**src/rtl/bootram_pkg.sv**
```systemverilog
// Purpose : shared types and constants for the boot RAM bus controller.
// Latency : n/a (declarations only).
// Backpressure: n/a.
//   Contents: FSM state enum, lane/size constants, byte-lane one-hot decode.
package bootram_pkg;

  // Two-phase access: IDLE samples a request, ACK returns the single ready pulse.
  typedef enum logic [0:0] {
    IDLE = 1'b0,
    ACK  = 1'b1
  } state_e;

  localparam int LANES     = 4;
  localparam int RAM_BYTES = 8192;

  // Byte offset within a word -> write enable for the one lane that holds it.
  function automatic logic [LANES-1:0] lane_onehot(input logic [1:0] sel);
    logic [LANES-1:0] oh;
    oh      = '0;
    oh[sel] = 1'b1;
    return oh;
  endfunction

endpackage

```
**src/rtl/bootram_ld_ptr.sv**
```systemverilog
// Purpose : byte pointer for the UART loader stream, with wrap or saturate at the top.
// Latency : pointer advances on the clock edge that accepts a byte.
// Backpressure: asserts sat when saturated so the top stops accepting bytes.
//   Ports: clk, resetn (async active-low), ld_start (restart pulse), ld_accept (byte taken),
//          ptr (byte address of the next loader write), sat (no more bytes), ld_ovf (sticky wrap).
module bootram_ld_ptr
  import bootram_pkg::*;
#(
  parameter int AW      = 11,
  parameter bit LD_WRAP = 1'b1
) (
  input  logic          clk,
  input  logic          resetn,
  input  logic          ld_start,
  input  logic          ld_accept,
  output logic [AW+1:0] ptr,
  output logic          sat,
  output logic          ld_ovf
);

  localparam logic [AW+1:0] PTR_MAX = '1;

  logic [AW+1:0] ptr_q, ptr_d;
  logic          full_q, full_d;
  logic          ovf_q, ovf_d;

  always_comb begin
    ptr_d  = ptr_q;
    full_d = full_q;
    ovf_d  = ovf_q;
    if (ld_start) begin
      // Restart wins over any byte offered in the same cycle.
      ptr_d  = '0;
      full_d = 1'b0;
      ovf_d  = 1'b0;
    end else if (ld_accept) begin
      if (ptr_q == PTR_MAX) begin
        if (LD_WRAP) begin
          ptr_d = '0;
          ovf_d = 1'b1;
        end else begin
          // Last byte is written, pointer parks here until the next restart.
          full_d = 1'b1;
        end
      end else begin
        ptr_d = ptr_q + (AW+2)'(1);
      end
    end
  end

  always_ff @(posedge clk or negedge resetn) begin
    if (!resetn) begin
      ptr_q  <= '0;
      full_q <= 1'b0;
      ovf_q  <= 1'b0;
    end else begin
      ptr_q  <= ptr_d;
      full_q <= full_d;
      ovf_q  <= ovf_d;
    end
  end

  assign ptr    = ptr_q;
  assign sat    = full_q;
  assign ld_ovf = ovf_q;

endmodule

```
**src/rtl/bootram_bus_ctrl.sv**
```systemverilog
// Purpose : PicoRV32 native-bus slave for the 8 KB four-lane boot RAM, plus loader port and write-protect.
// Latency : CPU read/write acknowledged one cycle after acceptance; no back-to-back accepts.
// Backpressure: CPU has strict priority; loader is held off (ld_ready=0) while the CPU is active or ptr saturated.
//   Ports: clk/resetn; mem_* CPU bus; wp_en/wp_viol write protect; ld_* loader stream;
//          ram_* shared lane controls (ce/oce/reset/ad/din common, wre per lane, dout read back).
module bootram_bus_ctrl
  import bootram_pkg::*;
#(
  parameter int AW      = 11,
  parameter bit LD_WRAP = 1'b1
) (
  input  logic              clk,
  input  logic              resetn,
  // CPU native memory bus
  input  logic              mem_valid,
  input  logic [31:0]       mem_addr,
  input  logic [31:0]       mem_wdata,
  input  logic [3:0]        mem_wstrb,
  output logic              mem_ready,
  output logic [31:0]       mem_rdata,
  // Write protect
  input  logic              wp_en,
  output logic              wp_viol,
  // Loader byte stream
  input  logic              ld_start,
  input  logic              ld_valid,
  input  logic [7:0]        ld_data,
  output logic              ld_ready,
  output logic              ld_ovf,
  // RAM lanes
  output logic              ram_ce,
  output logic              ram_oce,
  output logic              ram_reset,
  output logic [LANES-1:0]  ram_wre,
  output logic [AW-1:0]     ram_ad,
  output logic [31:0]       ram_din,
  input  logic [31:0]       ram_dout
);

  state_e          state_q, state_d;
  logic [1:0]      rst_sync_q, rst_sync_d;
  logic            wp_viol_q, wp_viol_d;
  logic            run;
  logic            cpu_acc;
  logic            ld_acc;
  logic            ld_sat;
  logic [AW+1:0]   ld_ptr;

  // Only the word index inside the 8 KB window is decoded; the rest aliases.
  logic            unused_addr;
  assign unused_addr = ^{mem_addr[31:AW+2], mem_addr[1:0]};

  // Reset synchroniser: asserts immediately with resetn, releases two clocks later.
  // It also gates every combinational strobe so nothing reaches the RAM during reset.
  always_comb rst_sync_d = {rst_sync_q[0], 1'b1};
  assign run       = rst_sync_q[1];
  assign ram_reset = ~run;

  assign cpu_acc = run && (state_q == IDLE) && mem_valid;
  // Loader only uses otherwise-idle RAM cycles; a restart pulse drops the byte offered with it.
  assign ld_acc  = run && (state_q == IDLE) && !mem_valid && ld_valid && !ld_sat && !ld_start;

  always_comb begin
    state_d = IDLE;
    if (cpu_acc) state_d = ACK;
  end

  always_comb begin
    wp_viol_d = wp_viol_q;
    if (ld_start) wp_viol_d = 1'b0;
    // A violation in the same cycle as a restart is still recorded.
    if (cpu_acc && wp_en && (|mem_wstrb)) wp_viol_d = 1'b1;
  end

  // Lane strobes are driven in the accept cycle; the RAM registers them on the next edge.
  always_comb begin
    ram_ce  = 1'b0;
    ram_wre = '0;
    ram_ad  = mem_addr[AW+1:2];
    ram_din = mem_wdata;
    if (cpu_acc) begin
      ram_ce  = 1'b1;
      ram_wre = wp_en ? '0 : mem_wstrb;
    end else if (ld_acc) begin
      ram_ce  = 1'b1;
      ram_ad  = ld_ptr[AW+1:2];
      ram_din = {LANES{ld_data}};
      ram_wre = lane_onehot(ld_ptr[1:0]);
    end
  end

  assign ram_oce   = ram_ce;
  assign ld_ready  = ld_acc;
  assign mem_ready = (state_q == ACK);
  // RAM output is valid exactly in the ACK cycle; zero otherwise so the bus mux stays clean.
  assign mem_rdata = mem_ready ? ram_dout : 32'h0;
  assign wp_viol   = wp_viol_q;

  always_ff @(posedge clk or negedge resetn) begin
    if (!resetn) begin
      state_q    <= IDLE;
      rst_sync_q <= 2'b00;
      wp_viol_q  <= 1'b0;
    end else begin
      state_q    <= state_d;
      rst_sync_q <= rst_sync_d;
      wp_viol_q  <= wp_viol_d;
    end
  end

  bootram_ld_ptr #(
    .AW      (AW),
    .LD_WRAP (LD_WRAP)
  ) u_ld_ptr (
    .clk       (clk),
    .resetn    (resetn),
    .ld_start  (ld_start),
    .ld_accept (ld_acc),
    .ptr       (ld_ptr),
    .sat       (ld_sat),
    .ld_ovf    (ld_ovf)
  );

endmodule
```
**config.mk**
```make
export PLATFORM = sky130hd
export DESIGN_NAME = bootram_bus_ctrl
export DESIGN_NICKNAME = d
export VERILOG_FILES = /design/src/rtl/bootram_pkg.sv /design/src/rtl/bootram_ld_ptr.sv /design/src/rtl/bootram_bus_ctrl.sv
export SDC_FILE = /design/constraint.sdc
export NUM_CORES = 1
export LEC_CHECK = 0
export BUFFER_PORTS_ARGS = -buffer_cell sky130_fd_sc_hd__clkbuf_2
export CAP_MARGIN = 25
export CORE_AREA = 2 2 78 80
export CTS_CLUSTER_DIAMETER = 60
export CTS_CLUSTER_SIZE = 28
export DETAILED_ROUTE_END_ITERATION = 7
export DIE_AREA = 0 0 80 82
export GPL_TIMING_DRIVEN = 0
export PLACE_DENSITY = 0.73
export REMOVE_ABC_BUFFERS = 1
export SKIP_LAST_GASP = 1
export SYNTH_ARGS = -nofsm -noshare
export SYNTH_HDL_FRONTEND = slang
export SYNTH_SLANG_ARGS = --single-unit
```
**constraint.sdc**
```tcl
create_clock -name clk -period 2.93 [get_ports clk]
set_input_delay 0.586 -clock clk [delete_from_list [all_inputs] [get_ports clk]]
set_output_delay 0.586 -clock clk [all_outputs]
set_load 0.01 [all_outputs]
```
==> out/metrics.csv <==
stage,metric,value,unit
grt,grt_pass1_vias,1929,
grt,grt_pass1_wl,9520,um
power_and_ir_drop,clkPwrFrac,30.1,%
clocking,cts_setup_buffers,0,
critical_path,path_cells,"and4bb_4, nand2b_4, inv_6, nand2_1, nand2_1, clkbuf_2",
critical_path,cpMostUsedCell,nand2_1,
floorplanning,fp.dieH,82,um
yosys,netlist_top_cells_area,"dfrtp_1, nand2_1, and2_1, a21oi_1, or3_1",
sta,slew_viol_final,0,
clocking,htreeDepth,1,
critical_path,end_kind,output port,
cells_and_area,final_nets,544,
critical_path,critPathSlowestCell,dfrtp_2,
yosys,async_flop_share,100,%
floorplanning,die-area,6560,um2
sta,slew_headroom,64.9,%
routing,drt_iter0_markers,90,
clocking,ctsRootBufferMaster,clkbuf_8,
clocking,cts_buffer_depth,2,
clocking,cts.sinks,18,
sta,worst_pin_slew,521,ps
yosys,synthFlopType,dfrtp_1,
grt,grtUsageTotal,18.7,%
sta,finalSetupViolCount,0,
power_and_ir_drop,worst_ir_drop_vdd,0.235,mV
critical_path,max_stage_delay,570,ps
routing,drt_first_pass_iters,4,
yosys,synth_area_per_cell,6.44,um2
min_path,hold_class,in -> async,
yosys,yosysWarnings,0,
sta,hold_slack,253,ps
routing,wl_per_cell,13.6,um
cells_and_area,area_delta_synth_final,60.7,%
placement,io_buffers,178,
clocking,hold_buffers,0,
critical_path,cp.arrival,2150,ps
critical_path,cp-start-kind,flip-flop,
yosys,ys_types,31,
critical_path,rrSetupSlack,600,ps
placement,place_congestion,0.928,
cells_and_area,drive_gt1_share,44.7,%
yosys,netlist_instances,257,
power_and_ir_drop,switching_share,32.1,%
routing,drt-total-wl,6810,um
cells_and_area,antennaDiodeCount,0,
flow_run,max_cap_viol_count,0,
routing,ant_nets,0,
critical_path,crit_required,2340,ps
grt,grt_max_degree,52,
floorplanning,die_x,80,um
sta,setup_tns,0,ps
power_and_ir_drop,cellLeakagePower,1.61,nW
yosys,synth_top_area_cell,dfrtp_1,
placement,dp.cells,495,
yosys,synth_top_cell_area_share,27.2,%
critical_path,crit_type,reg -> out,
grt,antenna_found_initial,0,
cells_and_area,final_common_cell,clkbuf_2,
clocking,cts_tree,built,
power_and_ir_drop,power_density,270,nW/um2
floorplanning,core,5750,um2
grt,gr-total-overflow,0,
placement,pre_cts_ws,-349,ps
cells_and_area,final_cell_mix,"clkbuf_2, nand2_1, and2_1",
clocking,cts_buffers,3,
sta,fin_crit_sh,93.2,%
cells_and_area,stdcell_count,500,
power_and_ir_drop,power_frac_comb,33.5,%
routing,drc_errors,0,
sta,period_needed,2730,ps
floorplanning,io_pins,200,
critical_path,cp_max_fo,36,
sta,fmax,366,MHz
routing,vias,2305,
floorplanning,rows,28,
sta,skew,9.17,ps
yosys,synth_area,1650,um2
sta,finalHoldViolCount,0,
power_and_ir_drop,intPower,0.486,mW
power_and_ir_drop,p_seq_share,36.4,%
clocking,clock_latency,270,ps
outcome,outcome,"finished, final reports clean",
placement,dp_hpwl,5430,um
yosys,postSynthRegisterBits,18,
routing,vias_per_cell,4.61,
clocking,clk_pin_slew_worst_paths,80,ps
sta,rsz0062_at_grt,no,
yosys,seq_area_frac_synth,27.2,%
sta,final.setup.worst_slack,199,ps
floorplanning,initial_core_util,28.8,%
power_and_ir_drop,p_sw,0.230,mW
yosys,synth-edff-count,0,
## path summary, 6_finish.rpt
check	cells after the start	end	start
setup reg to reg	4	u_ld_ptr.ptr[12]	mem_ready
hold / removal	1	u_ld_ptr.ptr[2]	resetn
setup / recovery	6	ram_din[9]	mem_ready
hold reg to reg	0	rst_sync_q[1]	rst_sync_q[0]
max in group asynchronous	1	mem_ready	resetn
min in group clk	0	rst_sync_q[1]	rst_sync_q[0]
## power by group through the flow
stage / logic, mW / clock network [mW] / registers, mW
after floorplan: 0.0951 / 0 / 0.264
after global placement: 0.236 / 0 / 0.264
after detailed placement: 0.238 / 0 / 0.265
after CTS: 0.241 / 0.219 / 0.260
after global routing: 0.266 / 0.228 / 0.262
final: 0.240 / 0.216 / 0.260
## Yosys cell counts (2+ instances only)
| cell | count |
|---|---|
| nand2b_1 | 2 |
| or3_1 | 10 |
| clkbuf_1 | 12 |
| a21oi_1 | 13 |
| and2_1 | 32 |
| a22o_1 | 3 |
| nand2_1 | 104 |
| nor2_1 | 3 |
| inv_1 | 11 |
| dfrtp_1 | 18 |
| o32ai_1 | 6 |
| nand3_1 | 6 |
| nand4_1 | 5 |
| buf_2 | 2 |
| ha_1 | 4 |
| or2_2 | 2 |
| or4_1 | 2 |
| o21ai_0 | 9 |
## worst max-delay path: cells and delay by family (launching register included)
family / cells / cell delay [ps]
flip-flops: 1 / 570
AND/OR/NAND/NOR: 4 / 940
buffers and inverters: 2 / 350
## sequential cells by signal (all words and copies together) (netlist names)
register and cells:
mem_ready 1, u_ld_ptr.ld_ovf 1, rst_sync_q 2, wp_viol 1
u_ld_ptr.ptr 13
## per-layer routing
metal,track usage [%],vias to the layer above,routed length [um]
li1,-,1185,-
met1,26.3,1014,3210
met2,29.6,101,2970
met3,4.29,5,592
met4,3.56,0,45
met5,0,-,0
## stage by stage
stage / power, mW / instance area, um2 / utilization (%)
after floorplan: 0.359 / 1590 / -
after global routing: 0.756 / 2660 / 46.3
final: 0.716 / 2660 / 46.3
after CTS: 0.720 / 2650 / 46.0
after detailed placement: 0.503 / 2580 / 44.9
after global placement: 0.500 / 2580 / 44.8
## timing repair
| item | 4_1_cts | 5_1_grt |
|---|---|---|
| resized for setup | 4 | 1 |
| setup endpoints to repair | 50 | 42 |
| cloned | 0 | 1 |
## kinds of logic (layout without fill, tap and decap cells)
logic type / Yosys count / in the layout / share of synthesized area [%]
AND/OR/NAND/NOR: 173 / 174 / 50.2
AO/OA/AOI/OAI: 33 / 33 / 12.3
flip-flops: 18 / 18 / 27.2
XOR/XNOR: 1 / 1 / 0.530
buffers and inverters: 27 / 194 / 6.51
other: 1 / 1 / 0.227
adder cells (fa/ha/maj): 4 / 4 / 3.03
## layout make-up
class                   instances  area, um2
repair buffers                178        891
flip-flops and latches         18        452
multi-input cells             213       1120
clock buffers                   4       55.1
inverters                      12       50.0
well taps                      75       93.8
fillers                       638       3090
No activity file was read; power rests on OpenSTA's default activity.
